`src/rtl/apb_xfer_ctrl.sv`:
```
// Single-outstanding APB transfer sequencer: one valid/ready request in,
// SETUP/ACCESS phases with wait states and timeout abort, one response beat out.
module apb_xfer_ctrl #(
    parameter int unsigned AW       = 32,
    parameter int unsigned DW       = 32,
    parameter int unsigned TOUT_CYC = 16
) (
    input  logic          clk,
    input  logic          rst_n,
    input  logic          req_valid,
    output logic          req_ready,
    input  logic          req_write,
    input  logic [AW-1:0] req_addr,
    input  logic [DW-1:0] req_wdata,
    output logic          rsp_valid,
    output logic [DW-1:0] rsp_rdata,
    output logic          rsp_err,
    output logic          psel,
    output logic          penable,
    output logic          pwrite,
    output logic [AW-1:0] paddr,
    output logic [DW-1:0] pwdata,
    input  logic [DW-1:0] prdata,
    input  logic          pready,
    input  logic          pslverr
);

    localparam int unsigned CW = (TOUT_CYC > 0) ? $clog2(TOUT_CYC + 1) : 1;

    typedef enum logic [1:0] {
        IDLE   = 2'd0,
        SETUP  = 2'd1,
        ACCESS = 2'd2,
        RESP   = 2'd3
    } state_e;

    state_e          state_q;
    logic            req_ready_q;
    logic            rsp_valid_q;
    logic [DW-1:0]   rsp_rdata_q;
    logic            rsp_err_q;
    logic            psel_q;
    logic            penable_q;
    logic            pwrite_q;
    logic [AW-1:0]   paddr_q;
    logic [DW-1:0]   pwdata_q;
    logic [CW-1:0]   wait_cnt_q;
    logic            timeout_c;

    // Abort fires on the edge that would complete the TOUT_CYC-th stalled ACCESS cycle
    assign timeout_c = (TOUT_CYC != 0) && (wait_cnt_q == CW'(TOUT_CYC - 1));

    always_ff @(posedge clk or negedge rst_n) begin
        if (!rst_n) begin
            state_q     <= IDLE;
            req_ready_q <= 1'b0;
            rsp_valid_q <= 1'b0;
            rsp_rdata_q <= '0;
            rsp_err_q   <= 1'b0;
            psel_q      <= 1'b0;
            penable_q   <= 1'b0;
            pwrite_q    <= 1'b0;
            paddr_q     <= '0;
            pwdata_q    <= '0;
            wait_cnt_q  <= '0;
        end else begin
            rsp_valid_q <= 1'b0;
            case (state_q)
                IDLE: begin
                    if (req_valid && req_ready_q) begin
                        state_q     <= SETUP;
                        req_ready_q <= 1'b0;
                        psel_q      <= 1'b1;
                        pwrite_q    <= req_write;
                        paddr_q     <= req_addr;
                        pwdata_q    <= req_write ? req_wdata : '0;
                    end else begin
                        req_ready_q <= 1'b1;
                    end
                end
                SETUP: begin
                    state_q    <= ACCESS;
                    penable_q  <= 1'b1;
                    wait_cnt_q <= '0;
                end
                ACCESS: begin
                    if (pready) begin
                        state_q     <= RESP;
                        psel_q      <= 1'b0;
                        penable_q   <= 1'b0;
                        rsp_valid_q <= 1'b1;
                        rsp_rdata_q <= pwrite_q ? '0 : prdata;
                        rsp_err_q   <= pslverr;
                    end else if (timeout_c) begin
                        state_q     <= RESP;
                        psel_q      <= 1'b0;
                        penable_q   <= 1'b0;
                        rsp_valid_q <= 1'b1;
                        rsp_rdata_q <= '0;
                        rsp_err_q   <= 1'b1;
                    end else if (TOUT_CYC != 0) begin
                        wait_cnt_q <= wait_cnt_q + CW'(1);
                    end
                end
                RESP: begin
                    state_q     <= IDLE;
                    req_ready_q <= 1'b1;
                end
                default: begin
                    state_q     <= IDLE;
                    req_ready_q <= 1'b0;
                    psel_q      <= 1'b0;
                    penable_q   <= 1'b0;
                end
            endcase
        end
    end

    assign req_ready = req_ready_q;
    assign rsp_valid = rsp_valid_q;
    assign rsp_rdata = rsp_rdata_q;
    assign rsp_err   = rsp_err_q;
    assign psel      = psel_q;
    assign penable   = penable_q;
    assign pwrite    = pwrite_q;
    assign paddr     = paddr_q;
    assign pwdata    = pwdata_q;

endmodule

```
`config.mk`:
```
export PLATFORM = sky130hd
export DESIGN_NAME = apb_xfer_ctrl
export DESIGN_NICKNAME = d
export VERILOG_FILES = /design/src/rtl/apb_xfer_ctrl.sv
export SDC_FILE = /design/constraint.sdc
export NUM_CORES = 1
export LEC_CHECK = 0
export CAP_MARGIN = 20
export CORE_MARGIN = 5
export CORE_UTILIZATION = 66
export CTS_CLUSTER_DIAMETER = 40
export CTS_CLUSTER_SIZE = 28
export DETAILED_ROUTE_END_ITERATION = 8
export DONT_BUFFER_PORTS = 1
export PLACE_DENSITY_LB_ADDON = 0.1
export RECOVER_POWER = 100
export SLEW_MARGIN = 20
export SYNTH_ARGS = -nofsm -noshare
export SYNTH_HDL_FRONTEND = slang
export SYNTH_SLANG_ARGS = --single-unit
```
`constraint.sdc`:
```
create_clock -name clk -period 4.7 [get_ports clk]
set_input_delay 0.94 -clock clk [delete_from_list [all_inputs] [get_ports clk]]
set_output_delay 0.94 -clock clk [all_outputs]
set_load 0.03 [all_outputs]
```
* After elaboration in Yosys (flattened, before gate mapping)
Index checks and enable logic that the tools add are counted.
Word-level totals: register bits 109, input port bits 102, logic and storage cells 55
Cells by class: add/subtract/negate cells 1, eq/ne operators 8, muxes and demuxes 23, reduce and logical (&&, ||, !) cells 12
Operator list (count):
- 32-bit 2-to-1 mux | 4
- 5-bit 2-to-1 mux | 2
- 5-bit case mux with 2 select lines | 1
- 1-bit 2-to-1 mux | 9
- 2-bit case mux with 4 select lines | 1
- 2-bit AND reduction | 4
- 2-bit nonzero test | 4
- 2-bit 2-to-1 mux | 3
- 2-bit inequality test, second input constant | 3
- 1-bit case mux with 2 select lines | 3
- 3-bit AND reduction | 2
- 5-bit by 1-bit adder with 5-bit output, second input constant | 1
- 5-bit by 4-bit == test with 1-bit output, second input constant | 1
- 2-bit == test, second input constant | 2
- 3-bit inequality test, second input constant | 1
- 2-bit by 1-bit == test with 1-bit output, second input constant | 1
- 2-bit zero test | 1
- 1-bit logical AND | 1

* Logic depth before layout (Yosys ltp)
word-level depth 4, depth in mapped cells 8, gate-level depth less buffers 7

* Least setup slack after synthesis
Ideal clock, no wire load.
kind reg2reg, start point register wait_cnt_q[0], end point register wait_cnt_q[3], data arrival time 1686 ps, slack 2946 ps, cell stages (with the launch flop) 8, period minus slack after synthesis 1754 ps, cells stage by stage dfrtp_1 ha_1 and3_1 ha_1 o21ai_4 inv_2 nor4_1 a311o_1
On the way: longest elaborated chain between the ends 4, elaborated cells on any way between the ends 7, classes of those cells add/sub (1); eq/ne (2); mux (3); reduce/logical (1)
RTL lines:
- from (decl) | line 47 | logic [CW-1:0] wait_cnt_q;
- from (signal assigned) | line 102 | wait_cnt_q <= wait_cnt_q + CW'(1);
- 5-bit by 1-bit adder with 5-bit output | line 102
- 5-bit 2-to-1 mux | line 94 | end else if (timeout_c) begin
- 5-bit 2-to-1 mux | line 87 | if (pready) begin
- 5-bit case mux with 2 select lines | line 68 | case (state_q)
Several ways; a longest one is shown, not always the timed one. The select of a mux whose other input is x is not followed. A chain may end at the register's enable or synchronous reset.

* Worst setup path in the final report
Same ends and word-level chain as after synthesis.

==> summary.txt <==
Setup repair after global routing missed its margin: no
Cell area after synthesis: 4350 um2
CTS root buf: clkbuf_8
Nature of the critical path startpoint: register
Hold Buf Count CTS: 0
Number of antenna violations at the first check in global routing: 0
Clock insertion delay at the later pin of the skew report: 0.36 ns
Worst slew pin tran: 1.29 ns
Buffers from clock root to sink, at most: 2
Worst hold path type: primary input to async pin
First-pass GRT wire length: 14700 um
Delay of the slowest cell on the worst path: 0.70 ns
Row Count: 29
Die Span X: 91.2 um
Antenna cell count: 0
Height of the die: 91.2 um
Worst relative slew slack: 14.3%
Max Transition Viols Final: 0
Detailed-routing iteration count for the pre-antenna-repair pass: 4
Pin count of the biggest net entering global routing: 110
Sum of negative setup slack: 0 ns
Highest attainable clock frequency: 0.321 GHz
Proportion of synthesized chip area in sequential cells: 62.7%
Number of register bits inferred by synthesis: 109
Share of layout cells above drive strength 1: 11.8%
Sinks on the clock net: 109
Run status: completed
# Post-CTS Setup Buffers: 0
Floorplan Core Area: 6390 um2
HPWL after detailed placement: 6900 um
Post-synthesis net count: 514
Pwr/cell area: 754 nW/um2
Cell area after placement: 4350 um2
Total congestion overflow: 0
Syn avg cell area: 10.7 um2
Period utilisation layout: 66.2%
Critical Path AT: 3.41 ns
Filler instances: 494
Initial Utilization: 68.1%
Final setup violation count: 0
CTS tree: built
Via count: 2822
Routability congestion estimate from global placement: 0.807
Total routing resource utilization after global routing: 22.3%
Resized cells post-CTS: 0
Endpoint required time on the critical path: 5.00 ns
Design Area, Final: 4540 um2
Distinct cell type count of the synthesized netlist: 31
Critical-path cell list: ha_1 -> and3_1 -> ha_1 -> o21ai_4 -> inv_1 -> nor4_1 -> a311o_1
Number of buffers created by CTS: 9
H-Tree Level Count: 3
Number of design-rule violations left by the first detailed-router iteration: 143
Number of global-route vias before repair: 2721
Kind of critical path: register to register
Critical Path Slowest Stage Cell: inv_1
DRC: 0
Core Util, Final: 71.1%
Clock transition at the register clock pins on the worst setup and hold paths after CTS: 0.10 ns
Port Buffers: 0
Maximum resistive drop on vdd: 481 uV
Setup crit end kind: register
Cell repeated most along the worst path: ha_1
Clock Skew: 0.0111 ns
Number of maximum-capacitance violations: 0
Top-Level Pins: 204
Layout Area Growth over Synthesis: 4.34%
Die ar.: 8310 um2
Final wirelength: 9490 um
Post-route antenna net violation count: 0
Count of synthesis-stage warnings from yosys: 0
Time the final worst path needs with I/O delays and setup: 3.11 ns
Routed WL per cell: 19.9 um
Number of cells produced by synthesis: 407
Vias per cell: 5.93
Final hold violation count: 0
Max Fanout on Critical Path: 35
Leakage power total: 2.21 nW
Final Net Count: 501
==> kinds of logic after synthesis <==
logic type	after synthesis	share of synthesized area (%)
compound gates	55	7.57
fa+ha+maj	5	1.44
buf+inv	31	3.08
flops	109	62.7
mux	34	8.77
simple gates	173	16.4
==> routing by layer <==
layer / up-vias / wire length [um] / global-route usage (%)
li1: 1327 / - / -
met1: 1350 / 3620 / 27.9
met2: 128 / 4780 / 35.1
met3: 17 / 899 / 8.26
met4: 0 / 187 / 9.17
met5: - / 0 / 0
==> path summary, 6_finish.rpt <==
kind                                from            end  slack [ns]  cells after the start
setup reg to reg           wait_cnt_q[0]  wait_cnt_q[3]        1.59                      7
hold / removal                     rst_n      rsp_valid        0.26                      0
min in group clk           wait_cnt_q[4]  wait_cnt_q[4]        0.52                      1
max in group asynchronous          rst_n     pwdata[25]        4.29                      0
hold reg to reg            wait_cnt_q[4]  wait_cnt_q[4]        0.52                      1
setup / recovery           wait_cnt_q[0]  wait_cnt_q[3]        1.59                      7
==> synth_stat cells <==
cell type	instances	area, um2
a31oi_1	4	25.0
o22ai_1	1	6.26
nor2b_1	2	12.5
o2bb2ai_1	1	8.76
ha_1	5	62.6
buf_2	14	70.1
nor2_1	3	11.3
nand3_2	1	10.0
a31o_2	1	8.76
nand3_1	33	165
inv_1	5	18.8
o21a_1	1	7.51
o21ai_4	1	16.3
mux2_1	5	56.3
mux2i_1	1	10.0
nor4_1	1	6.26
o22a_1	2	17.5
nand2_1	130	488
a21oi_1	1	5.00
o21ai_1	6	30.0
a21boi_0	1	7.51
mux2_2	28	315
and3_1	1	6.26
a22o_1	3	26.3
nand2b_1	1	6.26
clkbuf_1	11	41.3
dfrtp_1	109	2730
inv_2	1	3.75
a311o_1	1	10.0
or3b_1	1	8.76
o21ai_0	32	160
==> layout make-up <==
cell class	instances	area, um2	area share (%)
flip-flops and latches	109	2730	60.1
multi-input cells	267	1500	33.1
clock buffers	11	141	3.12
well taps	77	96.3	2.12
clock inverters	5	43.8	0.965
inverters	6	22.5	0.496
repair buffers	1	3.75	0.0827
==> power breakdown <==
group	switching [W]	total [W]	internal (W)
Sequential	0.000960	0.00224	0.00128
Clock	0.000316	0.000531	0.000214
Combinational	0.000363	0.000647	0.000284
Total	0.00164	0.00342	0.00178
==> sequential cells by signal, summed over array words and instances (netlist names), 2 cells and up <==
register    cells
paddr          32
pwdata         32
rsp_rdata      32
state_q         2
wait_cnt_q      5
==> stage by stage <==
step / total power [W] / hold slack [ns] / cells / setup slack [ns]
after floorplan: 0.00273 / 0.473 / 407 / 2.95
after detailed placement: 0.00293 / 0.505 / 460 / 1.88
final: 0.00342 / 0.257 / 476 / 1.59
after global placement: 0.00289 / 0.496 / 460 / 1.96
after CTS: 0.00345 / 0.241 / 476 / 1.87
after global routing: 0.00361 / 0.228 / 476 / 1.33
==> cells in the final DEF, fill, tap and decap left out, types with 2 or more instances in the layout <==
cell type	count
o21ai_0	37
mux2_2	28
mux2_1	5
clkbuf_8	10
clkinvlp_4	2
inv_1	6
ha_1	5
nor2_1	3
a31oi_1	4
a22o_1	3
o22a_1	2
clkbuf_1	2
nand2_1	130
nand3_1	33
dfrtp_1	109
==> worst max-delay path, delay by kind of cell (launching register included) <==
kind,cells,cell delay [ns]
AND/OR/NAND/NOR,2,0.62
adder cells (fa/ha/maj),2,0.49
buffers and inverters,1,0.70
flip-flops,1,0.43
AO/OA/AOI/OAI,2,0.81
Note: power is estimated with default switching activity, not from simulation.
